$ cat src/rtl/seg_pkg.sv
// seg_pkg: shared state type, defaults and width helper for the serial segment shifter
package seg_pkg;
  typedef enum logic [1:0] {IDLE, SHIFT, LATCH} state_t;
  localparam int DEF_DATA_W = 64;
  localparam int DEF_CLK_DIV = 2;
  function automatic int clog2(input int v);
    int r = 0;
    while ((1 << r) < v) r++;
    return (r < 1) ? 1 : r;
  endfunction
endpackage

$ cat src/rtl/seg_sclk_div.sv
// seg_sclk_div: bit-period divider producing the registered s_clk level and the last-cycle strobe
module seg_sclk_div import seg_pkg::*; #(
  parameter int CLK_DIV = DEF_CLK_DIV
) (
  input  logic clk,
  input  logic rst,
  input  logic en,
  output logic rise_ph,
  output logic end_ph
);
  localparam int DW = clog2(2 * CLK_DIV);
  localparam logic [DW-1:0] LAST = DW'(2 * CLK_DIV - 1);
  localparam logic [DW-1:0] HALF = DW'(CLK_DIV);
  logic [DW-1:0] div_cnt, div_nxt;
  always_comb begin
    end_ph = en && div_cnt == LAST;
    div_nxt = (en && !end_ph) ? div_cnt + DW'(1) : '0;
  end
  always_ff @(posedge clk or posedge rst)
    if (rst) begin
      div_cnt <= '0;
      rise_ph <= 1'b0;
    end else begin
      div_cnt <= div_nxt;
      rise_ph <= div_nxt >= HALF;
    end
endmodule

$ cat src/rtl/seg_serial_shifter.sv
// seg_serial_shifter: shifts a mapped segment word MSB-first onto a serial 7-seg chain, then latches it
module seg_serial_shifter import seg_pkg::*; #(
  parameter int DATA_W = DEF_DATA_W,
  parameter int CLK_DIV = DEF_CLK_DIV
) (
  input  logic              clk,
  input  logic              rst,
  input  logic              start,
  input  logic [DATA_W-1:0] par_data,
  output logic              busy,
  output logic              done,
  output logic              s_clk,
  output logic              s_dout,
  output logic              s_latch,
  output logic              s_clrn
);
  localparam int BW = clog2(DATA_W + 1);
  localparam int LW = clog2(CLK_DIV + 1);
  state_t state, state_nxt;
  logic [DATA_W-1:0] shreg;
  logic [BW-1:0] bit_cnt;
  logic [LW-1:0] lat_cnt;
  logic shift_en, end_ph, last_bit, lat_end;
  logic busy_d, done_d, latch_d, dout_d;
  assign shift_en = state == SHIFT;
  assign last_bit = end_ph && bit_cnt == BW'(DATA_W - 1);
  assign lat_end = state == LATCH && lat_cnt == LW'(CLK_DIV - 1);
  seg_sclk_div #(.CLK_DIV(CLK_DIV)) u_div (
    .clk(clk),
    .rst(rst),
    .en(shift_en),
    .rise_ph(s_clk),
    .end_ph(end_ph)
  );
  always_ff @(posedge clk or posedge rst)
    if (rst) state <= IDLE;
    else state <= state_nxt;
  always_comb
    state_nxt = state == IDLE  ? (start ? SHIFT : IDLE) :
                state == SHIFT ? (last_bit ? LATCH : SHIFT) :
                                 (lat_end ? IDLE : LATCH);
  always_comb begin
    busy_d = state_nxt != IDLE;
    done_d = lat_end;
    latch_d = state_nxt == LATCH;
    dout_d = state == IDLE  ? start && par_data[DATA_W-1] :
             state == SHIFT ? (end_ph ? !last_bit && shreg[DATA_W-2] : s_dout) :
                              1'b0;
  end
  always_ff @(posedge clk or posedge rst)
    if (rst) begin
      shreg <= '0;
      bit_cnt <= '0;
      lat_cnt <= '0;
      busy <= 1'b0;
      done <= 1'b0;
      s_dout <= 1'b0;
      s_latch <= 1'b0;
      s_clrn <= 1'b0;
    end else begin
      shreg <= (state == IDLE && start) ? par_data : end_ph ? shreg << 1 : shreg;
      bit_cnt <= state == IDLE ? '0 : end_ph ? bit_cnt + BW'(1) : bit_cnt;
      lat_cnt <= state == LATCH ? lat_cnt + LW'(1) : '0;
      busy <= busy_d;
      done <= done_d;
      s_dout <= dout_d;
      s_latch <= latch_d;
      s_clrn <= 1'b1;
    end
endmodule

$ cat config.mk
export PLATFORM = sky130hd
export DESIGN_NAME = seg_serial_shifter
export DESIGN_NICKNAME = d
export VERILOG_FILES = /design/src/rtl/seg_pkg.sv /design/src/rtl/seg_sclk_div.sv /design/src/rtl/seg_serial_shifter.sv
export SDC_FILE = /design/constraint.sdc
export NUM_CORES = 1
export LEC_CHECK = 0
export ABC_AREA = 1
export CORE_MARGIN = 2
export CORE_UTILIZATION = 63
export CTS_CLUSTER_DIAMETER = 30
export DETAILED_ROUTE_END_ITERATION = 10
export DONT_BUFFER_PORTS = 1
export PLACE_DENSITY = 0.88
export SYNTH_ARGS = -nofsm -noshare
export SYNTH_HDL_FRONTEND = slang
export SYNTH_SLANG_ARGS = --single-unit
$ cat constraint.sdc
create_clock -name clk -period 3.9 [get_ports clk]
set_input_delay 0.39 -clock clk [delete_from_list [all_inputs] [get_ports clk]]
set_output_delay 0.39 -clock clk [all_outputs]
set_load 0.03 [all_outputs]
==> flow_metrics.tcl, run 1 <==
set metrics [dict create \
    cts_setup_buffers 0 \
    status "completed" \
    cts_max_path_buffers 2 \
    dp_hpwl_um 4790 \
    fill_cells 494 \
    syn-mean-instance-area_um2 8.45 \
    netlist_instances 441 \
    yosysWarnings 0 \
    io_buffers 0 \
    min_period_ps 2030 \
    postLayoutCellArea_um2 3850 \
    grt_pass1_wl_um 12600 \
    hold_path_class "primary input to asynchronous set/reset pin" \
    worst_pin_slew_ps 1210 \
    ys_types 21 \
    grt_max_degree 71 \
    ys.flop_type "dfrtp_1" \
    syn_to_final_growth_pct 3.22 \
    crit_chain "ha_1 > inv_1 > nor2_4 > buf_4 > nand2_1 > nand3_1" \
    max_stage_delay_ps 770 \
    die_height_um 80.9 \
    n_antenna_cell 0 \
    h-tree-depth 3 \
    regToRegSetupSlack_ps 1870 \
    worst_skew_pair.late_latency_ps 350 \
    critPathCaptureType "flop" \
    start_util_pct 64.1 \
    crit_slowest_cell "nor2_4" \
    dr.pass1.iters 4 \
    cts_tree "done" \
    synth_top_area_share_pct 55.1 \
    rows 28 \
    cts_resized 0 \
    cap_violations 0 \
    finClkSkew_ps 4.91 \
    synth_seq_cells 82 \
    final_cells 508 \
    die-area_um2 6550 \
    globalRouteOverflowTotal 0 \
    synth_area_um2 3730 \
    synth_area_leaders "dfrtp_1, nand3_1, nand2_1" \
    period_share_pct 52.1 \
    io_pins 73 \
    gp_congestion 0.781 \
    vdd_drop_max_mv 0.206 \
    grt_pass1_vias 2722 \
    setup_tns_ps 0 \
    cp_max_fo 48 \
    slew_headroom_pct 18.8 \
    finalHoldViolCount 0 \
    detail_route.wl_per_cell_um 14.5 \
    cp.required_ps 4180 \
    clkTransAtPathRegs_ps 70 \
    p_leak_uw 0.00170 \
    crit_path_start_kind "flop" \
    setup_viol_count_final 0 \
    max_freq_mhz 492 \
    final_antenna_net_count 0 \
    crit_arrival_ps 2310 \
    critical_path_class "flop to flop" \
    avgViaCountPerCell 5.75 \
    grt.total_usage_pct 25.0 \
    synth_nets 511 \
    synth-edff-count 0 \
    drive_above_1_share_pct 6.47 \
    yosysMostFrequentCell "nand2_1" \
    drt_iter0_markers 182 \
    synthTopCellsByCount "nand2_1, nand3_1, dfrtp_1" \
    yosysTopAreaCell "dfrtp_1" \
    fin_nets 498 \
    powerDensity_nw_per_um2 373 \
    rsz0062_at_grt "false" \
    cts_buffers 9 \
    cts_hold_buf 0 \
    holdWs_ps 37.8 \
    dpl-instance-area_um2 3660 \
    drt_wl_total_um 7340 \
    num_vias 2923 \
    core-area_um2 5820 \
    placed_cells 492 \
    drc 0 \
    slew_violations 0 \
    die_w_um 80.9 \
    synthArstFlopShare_pct 100 \
    cts_root_buffer "clkbuf_8" \
    yosysSeqAreaShare_pct 55.1 \
    antenna_found_initial 0 \
    cts_sinks 82 \
]
## placed cells by master, fill, tap and decap left out
master and instances:
inv_1 14, ha_1 3, conb_1 1, nor2_1 16, o211ai_1 3, o31ai_1 1, nor2_4 3, clkbuf_8 12
nand4_1 1, inv_2 3, a21oi_1 2, buf_4 3, dfrtp_1 82, nor3_2 1, clkbuf_1 2, nor2_2 1
o21ai_0 3, nand2_1 148, o22ai_1 1, nand3_1 128, nand2_2 2, clkinv_2 3
## critical path: cells and delay by family (launching register included)
kind                     cells  cell delay, ps
flip-flops                   1             350
AND/OR/NAND/NOR              3             950
adder cells (fa/ha/maj)      1             200
buffers and inverters        2             460
## kinds of logic (layout without fill, tap and decap cells)
family	count (synthesis)	in the layout	share of synthesized area (%)
other cells	1	1	0.101
simple gates	300	300	35.3
fa+ha+maj	3	3	1.01
compound gates	10	10	1.64
buf+inv	45	37	6.85
flops	82	82	55.1
## layer usage
metal  vias to the layer above  GRT usage [%]  wire [um]
li1                       1409              -          -
met3                        15           5.00        449
met5                         -              0          0
met4                         0           10.3        155
met1                      1397           35.1       3260
met2                       102           38.5       3480
## where the power goes
part	internal [uW]	leakage [uW]	switching (uW)	total (uW)
sequential	850	0.000853	1.28	851
combinational	0.734	0.000750	15.8	16.5
clock	282	0.0000965	285	567
## per-stage QoR
| step | utilization (%) | worst slack [ps] | total power, uW |
|---|---|---|---|
| 5_1_grt | 66.2 | 1640 | 1490 |
| 3_3_place_gp | 63.0 | 1920 | 886 |
| 6_report | 66.2 | 1870 | 1440 |
| 3_5_place_dp | 63.0 | 1870 | 886 |
| 4_1_cts | 66.2 | 1850 | 1450 |
| 2_1_floorplan | - | 1400 | 881 |
## sequential cells by signal, indices dropped and copies added (netlist names)
name	count
s_latch	1
lat_cnt	2
s_dout	1
u_div.rise_ph	1
shreg	63
s_clrn	1
done	1
busy	1
bit_cnt	7
u_div.div_cnt	2
state	2
## path summary, 6_finish.rpt
path	startpoint	end	cells past startpoint
min reg2reg	u_div.div_cnt[0]$_DFF_PP0_	u_div.div_cnt[0]$_DFF_PP0_	1
min	rst	shreg[14]$_DFFE_PP0P_	1
max	u_div.div_cnt[0]$_DFF_PP0_	shreg[31]$_DFFE_PP0P_	6
min in group clk	par_data[0]	shreg[0]$_DFFE_PP0P_	2
max reg2reg	u_div.div_cnt[0]$_DFF_PP0_	shreg[31]$_DFFE_PP0P_	6
max in group asynchronous	rst	shreg[29]$_DFFE_PP0P_	2
## final cells by class
type | instances | area, um^2 | area share [%]
sequential | 82 | 2050 | 53.3
multi-input combinational | 314 | 1430 | 37.1
clock buffer | 14 | 173 | 4.49
tap | 75 | 93.8 | 2.44
inverter | 18 | 68.8 | 1.79
timing repair buffer | 3 | 22.5 | 0.585
clock inverter | 2 | 10.0 | 0.260
Power figures use the tool's default switching activity.
==> run 2: changes to the inputs <==
Clock period 3.9 ns to 2.1 ns, I/O delays scaled along.
==> flow_metrics.tcl, run 2 (same netlist as run 1, synthesis figures left out) <==
set metrics [dict create \
    slew_headroom_pct 58.0 \
    cts_root_buffer "clkbuf_8" \
    grt_pass1_vias 3059 \
    cp_top_family "simple AND/OR/NAND/NOR gates" \
    r2r-end "shreg[41]$_DFFE_PP0P_" \
    worst_pin_slew_ps 629 \
    top_regs "shreg x63, bit_cnt x7" \
    holdPathStages 2 \
    avgViaCountPerCell 5.70 \
    critical_path_class "flop to flop" \
    mostFrequentLayoutCells "nand2_1, nand3_1, dfrtp_1" \
    dp_hpwl_um 4990 \
    cp.required_ps 2320 \
    h-tree-depth 3 \
    cts_sinks 82 \
    largest_reg_flops 63 \
    detail_route.wl_per_cell_um 14.9 \
    setup_tns_ps 0 \
    setup_viol_count_final 0 \
    dr.pass1.iters 6 \
    finClkSkew_ps 12.6 \
    globalRouteOverflowTotal 0 \
    dp_slack_ps 550 \
    drt_iter0_markers 321 \
    rows 28 \
    cts_max_path_buffers 2 \
    regToRegSetupSlack_ps 510 \
    fill_cells 398 \
    io_buffers 0 \
    fin_nets 553 \
    cts_buffers 9 \
    top_register "shreg" \
    drt_wl_total_um 8380 \
    crit_slowest_cell "dfrtp_1" \
    grt.total_usage_pct 27.6 \
    grt_max_degree 55 \
    worst_skew_pair.late_latency_ps 360 \
    critPathCaptureType "flop" \
    core-area_um2 5820 \
    finalHoldViolCount 0 \
    hold_start "par_data[3]" \
    holdWs_ps 2.68 \
    cpMostUsedCell "nand3_1" \
    cp_max_fo 25 \
    drive_above_1_share_pct 7.17 \
    hold_path_class "primary input to flop" \
    r2r_cells 5 \
    num_vias 3209 \
    grt_pass1_wl_um 13800 \
    max_stage_delay_ps 470 \
    rsz0062_at_grt "false" \
    crit_chain "nor2_4 > nand2_2 > buf_4 > nand3_1 > nand3_1" \
    final_common_cell "nand2_1" \
    p_leak_uw 0.00194 \
    cts_resized 0 \
    n_antenna_cell 0 \
    hold_end "shreg[3]$_DFFE_PP0P_" \
    slew_violations 0 \
    r2r-start "state[1]$_DFF_PP0_" \
    syn_to_final_growth_pct 18.6 \
    powerDensity_nw_per_um2 641 \
    status "completed" \
    crit_arrival_ps 1820 \
    worst_slack_ps 505 \
    crit_buf_inv 1 \
    vdd_drop_max_mv 0.418 \
    crit_path_start_kind "flop" \
    cap_violations 0 \
    io_pins 73 \
    final_antenna_net_count 0 \
    drc 0 \
    die_height_um 80.9 \
    fin_util_pct 76.0 \
    die-area_um2 6550 \
    cts_tree "done" \
    die_w_um 80.9 \
    clkTransAtPathRegs_ps 80 \
    start_util_pct 64.1 \
    period_share_pct 75.9 \
    antenna_found_initial 0 \
    min_period_ps 1590 \
    gp_congestion 0.836 \
    max_freq_mhz 627 \
]
-- run 2: cell count changes in the layout (fill, tap and decap cells not counted), sizes merged --
cell	before	now
buf	3	10
bufinv	0	1
clkbuf	14	12
clkinv	3	2
clkinvlp	0	2
dlygate4sd3	0	48
-- run 2: report_power, final --
group | internal, uW | total, uW | switching [uW]
clock | 583 | 1140 | 561
sequential | 1580 | 1580 | 2.34
combinational | 64.7 | 111 | 45.9
-- run 2: area by class of cell --
| cell class | instances | area [um^2] | area share, % |
|---|---|---|---|
| Multi-Input combinational cell | 314 | 1430 | 32.3 |
| Tap cell | 75 | 93.8 | 2.12 |
| Inverter | 18 | 71.3 | 1.61 |
| Clock inverter | 4 | 51.3 | 1.16 |
| Timing Repair Buffer | 58 | 581 | 13.1 |
| Clock buffer | 12 | 145 | 3.28 |
| Sequential cell | 82 | 2050 | 46.4 |
-- run 2: routing by layer --
metal | share of wire [%] | vias to the layer above | wire length [um] | track usage [%]
li1 | - | 1521 | - | -
met1 | 43 | 1521 | 3580 | 36.8
met2 | 48 | 147 | 4030 | 43.1
met3 | 7.3 | 20 | 615 | 9.00
met4 | 1.8 | 0 | 151 | 9.49
met5 | 0 | - | 0 | 0
-- run 2: worst max-delay path by stage --
stage	start	endpoint	slack, ps	cells past startpoint
2_1_floorplan	u_div.div_cnt[0]$_DFF_PP0_	shreg[10]$_DFFE_PP0P_	870	7
3_3_place_gp	u_div.div_cnt[0]$_DFF_PP0_	bit_cnt[5]$_DFFE_PP0P_	610	7
3_5_place_dp	state[1]$_DFF_PP0_	shreg[37]$_DFFE_PP0P_	550	5
4_1_cts	state[1]$_DFF_PP0_	shreg[37]$_DFFE_PP0P_	530	5
5_1_grt	state[1]$_DFF_PP0_	shreg[41]$_DFFE_PP0P_	390	5
6_report	state[1]$_DFF_PP0_	shreg[41]$_DFFE_PP0P_	510	5
-- run 2: what timing repair did --
action	CTS	global route
endpoints found under the hold margin	70	4
endpoints found under the setup margin	0	0
buffers inserted	0	0
hold buffers	44	4
-- run 2: stage by stage --
step | cells | power, uW | area [um^2]
2_1_floorplan | 441 | 1640 | 3730
3_3_place_gp | 499 | 1650 | 3740
3_5_place_dp | 499 | 1650 | 3740
4_1_cts | 559 | 2850 | 4380
5_1_grt | 563 | 2940 | 4420
6_report | 563 | 2840 | 4420
